<file path="src/rtl/fifo_width_down_pkg.sv">
`default_nettype none
// ============================================================================
// Module   : fifo_width_down_pkg
// Brief    : Shared state encoding for the narrowing width converter.
// Revision : 1.0
// ============================================================================
package fifo_width_down_pkg;

    typedef logic [0:0] state_t;

    localparam state_t c_st_idle = 1'b0;
    localparam state_t c_st_busy = 1'b1;

endpackage
`default_nettype wire

</file>
<file path="src/rtl/fifo_width_down_ffs.sv">
`default_nettype none
// ============================================================================
// Module   : fifo_width_down_ffs
// Brief    : Find-first-set on a mask: lowest set index, one-hot and empty flags.
// Revision : 1.0
// ============================================================================
module fifo_width_down_ffs #(
    parameter int WIDTH = 4
) (
    input  logic [WIDTH-1:0]         mask,
    output logic [$clog2(WIDTH)-1:0] idx,
    output logic                     onehot,
    output logic                     none
);

    localparam int c_idx_width = $clog2(WIDTH);

    // Scan from the top so the lowest set bit is the one that sticks.
    always_comb begin
        idx = '0;
        for (int k = WIDTH - 1; k >= 0; k--) begin
            if (mask[k]) begin
                idx = c_idx_width'(k);
            end
        end
    end

    assign none   = (mask == '0);
    assign onehot = !none && ((mask & (mask - WIDTH'(1))) == '0);

endmodule
`default_nettype wire

</file>
<file path="src/rtl/fifo_width_down.sv">
`default_nettype none
// ============================================================================
// Module   : fifo_width_down
// Brief    : Splits IN_WIDTH words into strobe-qualified OUT_WIDTH beats, LSB first.
// Revision : 1.0
// ============================================================================
module fifo_width_down
    import fifo_width_down_pkg::*;
#(
    parameter  int IN_WIDTH  = 32,
    parameter  int OUT_WIDTH = 8,
    localparam int RATIO     = IN_WIDTH / OUT_WIDTH
) (
    input  logic                 clk_i,
    input  logic                 rst_i,
    input  logic [IN_WIDTH-1:0]  data_i,
    input  logic [RATIO-1:0]     strb_i,
    input  logic                 valid_i,
    output logic                 ready_o,
    output logic [OUT_WIDTH-1:0] data_o,
    output logic                 last_o,
    output logic                 valid_o,
    input  logic                 ready_i
);

    localparam int c_idx_width = $clog2(RATIO);

    generate
        if (((IN_WIDTH % OUT_WIDTH) != 0) || (RATIO < 2)) begin : g_bad_params
            $error("fifo_width_down: IN_WIDTH must be a multiple of OUT_WIDTH with at least 2 beats");
        end
    endgenerate

    state_t                 r_state;
    state_t                 w_state_nxt;
    logic [IN_WIDTH-1:0]    r_word;
    logic [RATIO-1:0]       r_pend;
    logic [RATIO-1:0]       w_pend_nxt;
    logic                   w_word_load;
    logic [c_idx_width-1:0] w_idx;
    logic                   w_onehot;
    logic                   w_none;
    logic [OUT_WIDTH-1:0]   w_beat;
    logic                   w_out_hs;
    logic                   w_in_hs;
    logic                   w_strb_any;

    fifo_width_down_ffs #(
        .WIDTH (RATIO)
    ) u_ffs (
        .mask   (r_pend),
        .idx    (w_idx),
        .onehot (w_onehot),
        .none   (w_none)
    );

    always_comb begin
        w_beat = '0;
        for (int k = 0; k < RATIO; k++) begin
            if (w_idx == c_idx_width'(k)) begin
                w_beat = r_word[k*OUT_WIDTH +: OUT_WIDTH];
            end
        end
    end

    // The pending mask is never empty while busy; the gate only keeps valid_o honest.
    assign valid_o    = (r_state == c_st_busy) && !w_none;
    assign last_o     = w_onehot;
    assign data_o     = w_beat;
    assign ready_o    = (r_state == c_st_idle) || (valid_o && ready_i && last_o);
    assign w_out_hs   = valid_o && ready_i;
    assign w_in_hs    = valid_i && ready_o;
    assign w_strb_any = |strb_i;

    always_comb begin
        w_state_nxt = r_state;
        w_pend_nxt  = r_pend;
        w_word_load = 1'b0;
        case (r_state)
            c_st_idle: begin
                if (w_in_hs && w_strb_any) begin
                    w_word_load = 1'b1;
                    w_pend_nxt  = strb_i;
                    w_state_nxt = c_st_busy;
                end
            end
            c_st_busy: begin
                if (w_out_hs) begin
                    if (!last_o) begin
                        w_pend_nxt = r_pend & ~(RATIO'(1) << w_idx);
                    end else if (w_in_hs && w_strb_any) begin
                        w_word_load = 1'b1;
                        w_pend_nxt  = strb_i;
                    end else begin
                        // Either no follow-on word or a zero-strobe one that is dropped.
                        w_pend_nxt  = '0;
                        w_state_nxt = c_st_idle;
                    end
                end
            end
            default: begin
                w_pend_nxt  = '0;
                w_state_nxt = c_st_idle;
            end
        endcase
    end

    always_ff @(posedge clk_i or posedge rst_i) begin
        if (rst_i) begin
            r_state <= c_st_idle;
            r_pend  <= '0;
        end else begin
            r_state <= w_state_nxt;
            r_pend  <= w_pend_nxt;
        end
    end

    always_ff @(posedge clk_i or posedge rst_i) begin
        if (rst_i) begin
            r_word <= '0;
        end else if (w_word_load) begin
            r_word <= data_i;
        end
    end

endmodule
`default_nettype wire

</file>
<file path="config.mk">
export PLATFORM = sky130hd
export DESIGN_NAME = fifo_width_down
export DESIGN_NICKNAME = d
export VERILOG_FILES = /design/src/rtl/fifo_width_down_pkg.sv /design/src/rtl/fifo_width_down_ffs.sv /design/src/rtl/fifo_width_down.sv
export SDC_FILE = /design/constraint.sdc
export NUM_CORES = 1
export LEC_CHECK = 0
export BUFFER_PORTS_ARGS = -buffer_cell sky130_fd_sc_hd__buf_2
export CAP_MARGIN = 20
export CORE_ASPECT_RATIO = 0.7
export CORE_UTILIZATION = 35
export CTS_CLUSTER_SIZE = 25
export DETAILED_ROUTE_END_ITERATION = 16
export MAX_ROUTING_LAYER = met4
export PLACE_DENSITY = 0.54
export SLEW_MARGIN = 20
export SYNTH_ARGS = -nofsm -noshare
export SYNTH_HDL_FRONTEND = slang
export SYNTH_SLANG_ARGS = --single-unit
export TNS_END_PERCENT = 1
</file>
<file path="constraint.sdc">
create_clock -name clk_i -period 5.2 [get_ports clk_i]
set_input_delay 1.56 -clock clk_i [delete_from_list [all_inputs] [get_ports clk_i]]
set_output_delay 1.56 -clock clk_i [all_outputs]
set_load 0.1 [all_outputs]
</file>
# Yosys cells after proc, flatten, opt, wreduce, memory -nomap -nowiden
# Cells that the tools add are included.
[word_totals]
regBits = 37
inputBits = 40
[classes]
n_reduce_logical = 13
muxes = 20
n_shift = 1
add_sub_neg = 1
n_eq_ne = 5
n_bitwise = 4
[op_table]
columns = ["cell", "count"]
rows = [
  ["$mux 8", 4],
  ["$mux 4", 4],
  ["$and 4x4->4", 2],
  ["$logic_not 4->1", 2],
  ["$mux 2", 4],
  ["$pmux 4 s2", 1],
  ["$logic_and 1x1->1", 6],
  ["$mux 1", 5],
  ["$eq 2x2->1 const B", 2],
  ["$ne 2x1->1 const B", 2],
  ["$not 4->4", 1],
  ["$pmux 1 s2", 2],
  ["$reduce_or 4->1", 1],
  ["$shl 1x2->4 const A", 1],
  ["$sub 4x1->4 const B", 1],
  ["$eq 2x1->1 const B", 1],
  ["$logic_not 2->1", 1],
  ["$reduce_and 2->1", 1],
  ["$logic_not 1->1", 1],
  ["$logic_or 1x1->1", 1],
  ["$not 1->1", 1],
]

# Depth between registers and ports, before layout
[logic_depth]
depth_word = 12
mapped_depth = 7

# Cells and area by module
# Synthesis repeated with hierarchy kept, for this count alone.
[hier_totals]
cells_unflattened = 114
area_unflattened_um2 = 1858.0
[by_module_without_submodules]
columns = ["mod", "instances", "seq_area_each_um2", "cells_each", "area_per_inst_um2"]
rows = [
  ["fifo_width_down", 1, 925.9, 103, 1790.5],
  ["fifo_width_down_ffs", 1, 0.0, 11, 67.6],
]

# Worst setup path before layout
# Ideal clock, no wire load.
[synth_path]
path_type = "register -> output"
startpoint = "reg r_pend[3]"
endpoint = "out data_o[1]"
slack_ps = 1028
stages_incl_launch_ff = 5
required_ps = 3640
t_arrival_ps = 2612
cell_sequence = "dfrtp_1 > or2_2 > o21ai_1 > nand2_1 > a21oi_1"
[synth_via]
elab_chain_len = 9
elab_cells_between_ends = 12
[synth_rtl]
columns = ["element", "line", "source"]
rows = [
  ["from (decl)", "fifo_width_down.sv:37", "logic [RATIO-1:0] r_pend;"],
  ["from (signal assigned)", "fifo_width_down.sv:114", "r_pend <= w_pend_nxt;"],
  ["$mux 2 * (4 in a row)", "fifo_width_down_ffs.sv:22", "if (mask[k]) begin"],
  ["$logic_not 2->1", "fifo_width_down.sv:60", "if (w_idx == c_idx_width'(k)) begin"],
  ["$mux 8 (3 in a row)", "fifo_width_down.sv:60", ""],
  ["$mux 8 *", "fifo_width_down.sv:60", ""],
  ["to (decl)", "fifo_width_down.sv:20", "output logic [OUT_WIDTH-1:0] data_o,"],
]
# Mark *: on every way between the ends. The rest lies on a longest branch, timed or not.

# Worst setup path in the final report
[layout_path]
startpoint = "in ready_i"
endpoint = "out ready_o"
[layout_via]
elab_chain_len = 3
[layout_rtl]
columns = ["element", "line", "source"]
rows = [
  ["from (decl)", "fifo_width_down.sv:23", "input logic ready_i"],
  ["$logic_and 1x1->1 (2 in a row)", "fifo_width_down.sv:70", "assign ready_o = (r_state == c_st_idle) || (valid_o && ready_i && last_o);"],
  ["$logic_or 1x1->1", "fifo_width_down.sv:70", ""],
  ["to (decl)", "fifo_width_down.sv:19", "output logic ready_o,"],
]
# Every way passes these cells.

==> flow_metrics.env <==
export IMPL_status="complete, no violations"
export IMPL_synthMuxAreaShare_pct=19.49
export IMPL_drtPass1Iterations=4
export IMPL_grt_pass1_vias=1331
export IMPL_synthAdderAreaFrac_pct=0
export IMPL_die_x_um=88.88
export IMPL_hold_path_end="r_word[0]"
export IMPL_slew_headroom_pct=53.61
export IMPL_start_util_pct=37.44
export IMPL_routed_via_density=4.910
export IMPL_max_freq_ghz=0.2357
export IMPL_fin_tns_setup_ns=0
export IMPL_grtUsageTotal_pct=15.78
export IMPL_synth_xor_area_share_pct=0.4736
export IMPL_worstHoldPathType="reg -> reg"
export IMPL_rows=21
export IMPL_cts_root_buffer="clkbuf_8"
export IMPL_ys_warn_count=0
export IMPL_r2r_start="r_pend[2]"
export IMPL_rr_endpoint="r_word[8]"
export IMPL_finalCriticalPeriod_ns=4.243
export IMPL_antennaDiodeCount=0
export IMPL_synthFlopType="dfrtp_1"
export IMPL_path_class="in -> out"
export IMPL_grt_pass1_wl_mm=6.361
export IMPL_slew_viol_final=0
export IMPL_drc=0
export IMPL_ys_ff_latch=37
export IMPL_yosysUniqueCellTypes=31
export IMPL_syn_inst=159
export IMPL_synth_edf_count=0
export IMPL_critPathCaptureType="output port"
export IMPL_ctsHtreeMaxLevel=2
export IMPL_postRouteAntennaNets=0
export IMPL_clk_pin_slew_ns=0.07
export IMPL_synth_area_per_cell_um2=11.63
export IMPL_hpwlAfterDp_mm=2.893
export IMPL_portBuffers=50
export IMPL_syn_num_nets=199
export IMPL_synth_top_family_by_area="multiplexers"
export IMPL_arrival_ns=2.68
export IMPL_postCtsSetupBuffers=0
export IMPL_final_nets=248
export IMPL_cts_resized=0
export IMPL_seq_area_frac_synth_pct=50.07
export IMPL_cts_made_buffers=5
export IMPL_clockBufferDepth=2
export IMPL_synthToLayoutAreaGrowth_pct=19.42
export IMPL_cts_sinks=37
export IMPL_reg2reg_depth=5
export IMPL_fp_dieArea_mm2=0.005583
export IMPL_async_reset_ff_share_pct=100.0
export IMPL_hold_path_cell_count=1
export IMPL_ctsHoldBuffers=0
export IMPL_finalSetupViolCount=0
export IMPL_drive_gt1_share_pct=32.06
export IMPL_r2r_setup_slack_ns=2.75
export IMPL_gr_total_overflow=0
export IMPL_die_h_um=62.82
export IMPL_rsz0062_at_grt="false"
export IMPL_cp_max_fo=5
export IMPL_vias=1365
export IMPL_synth_compound_area_share_pct=16.78
export IMPL_fin_crit_sh_pct=81.60
export IMPL_cts_tree="built"
export IMPL_io_pins=51
export IMPL_synth_area_mm2=0.001849
export IMPL_drt_iter0_drc=99
export IMPL_worst_pin_slew_ns=0.6911
export IMPL_wl_mm=4.057
export IMPL_place_gp_congestion=0.8651
export IMPL_post_drt_wl_per_cell_um=14.59
export IMPL_required_ns=3.64
export IMPL_placeableCoreArea_mm2=0.004940
export IMPL_hp_start="r_word[0]"
export IMPL_grt_max_degree=38
export IMPL_crit_path_start_kind="input port"
export IMPL_clk_latency_ns=0.29
export IMPL_cap_violations=0
export IMPL_hold_violations=0
export IMPL_antenna_found_initial=0
export IMPL_skew_ns=0.007638
export IMPL_synth_simple_area_share_pct=7.713
[cell usage after synthesis (all sizes together) (2+ instances only)]
cell type / instances / area share (%)
dfrtp: 37 / 50
mux2: 32 / 19
nor2: 11 / 2.2
nand2: 10 / 2.0
o211ai: 10 / 4.1
a21oi: 9 / 2.4
a211o: 7 / 3.3
buf: 6 / 3.2
inv: 6 / 1.2
o21ai: 5 / 1.6
clkbuf: 4 / 0.81
nand3: 3 / 0.81
nor2b: 2 / 0.68
o22ai: 2 / 0.68
or2: 2 / 0.68
or4b: 2 / 1.3
[state kept, by name (all words and copies together), names as in the netlist]
register and flops:
r_word 32, r_pend 4, r_state 1
[layer usage]
metal	GRT usage [%]	wire length, µm	vias up
met4	4.839	45	0
met3	4.756	211	7
li1	-	-	678
met1	22.27	2114	639
met2	21.54	1687	41
met5	-	0	-
[layout make-up]
cell class,instances,area (µm²)
Clock buffer,6,72.57
Clock inverter,2,10.01
Timing Repair Buffer,52,265.3
Sequential cell,37,925.9
Tap cell,69,86.33
Fill cell,509,2731
Inverter,7,26.28
Multi-Input combinational cell,105,822.0
[how the worst max path moves through the flow]
stage	from	end	slack, ns	depth (start not counted)
3_5_place_dp	ready_i	ready_o	0.96	5
4_1_cts	ready_i	ready_o	0.96	5
2_1_floorplan	r_pend[3]	data_o[1]	1.03	4
6_report	ready_i	ready_o	0.96	5
5_1_grt	ready_i	ready_o	0.88	5
3_3_place_gp	ready_i	ready_o	0.98	5
[stage by stage]
stage | hold WS, ns | std cells | area [µm²] | utilization (%) | worst slack, ns
floorplan | 0.4519 | 159 | 1849 | - | 1.028
global placement | 0.4672 | 270 | 2126 | 43.03 | 0.9800
detailed placement | 0.4754 | 270 | 2126 | 43.03 | 0.9632
CTS | 0.4928 | 278 | 2208 | 44.71 | 0.9580
global route | 0.5086 | 278 | 2208 | 44.71 | 0.8828
finish | 0.4869 | 278 | 2208 | 44.71 | 0.9570
[cell families (layout without fill, tap and decap cells)]
| kind of cell | Yosys count | after routing |
|---|---|---|
| multiplexers | 32 | 32 |
| flip-flops | 37 | 37 |
| AO/OA/AOI/OAI | 42 | 42 |
| AND/OR/NAND/NOR | 30 | 30 |
| XOR/XNOR | 1 | 1 |
| buffers and inverters | 17 | 67 |
[worst max-delay path, stage by stage]
cell and delay, ns:
buf_2 0.12, inv_1 0.08, a2111oi_2 0.31, or2_2 0.19
buf_2 0.42
[cells in the final DEF, fill, tap and decap left out, types with 2 or more instances in the layout]
master | synthesis | routed
mux2_1 | 32 | 32
buf_2 | 0 | 50
nor2b_1 | 2 | 2
buf_4 | 2 | 2
inv_1 | 6 | 6
o22ai_1 | 2 | 2
o211ai_1 | 10 | 10
nand3_1 | 3 | 3
dfrtp_1 | 37 | 37
a211o_1 | 7 | 7
nand2_1 | 10 | 10
clkbuf_8 | 0 | 5
a21oi_1 | 9 | 9
clkinv_2 | 0 | 2
or2_2 | 2 | 2
nor2_1 | 11 | 11
o21ai_0 | 3 | 3
Power is not shown: default switching activity piles up to over one toggle a cycle in this logic, so the estimate is an artifact.
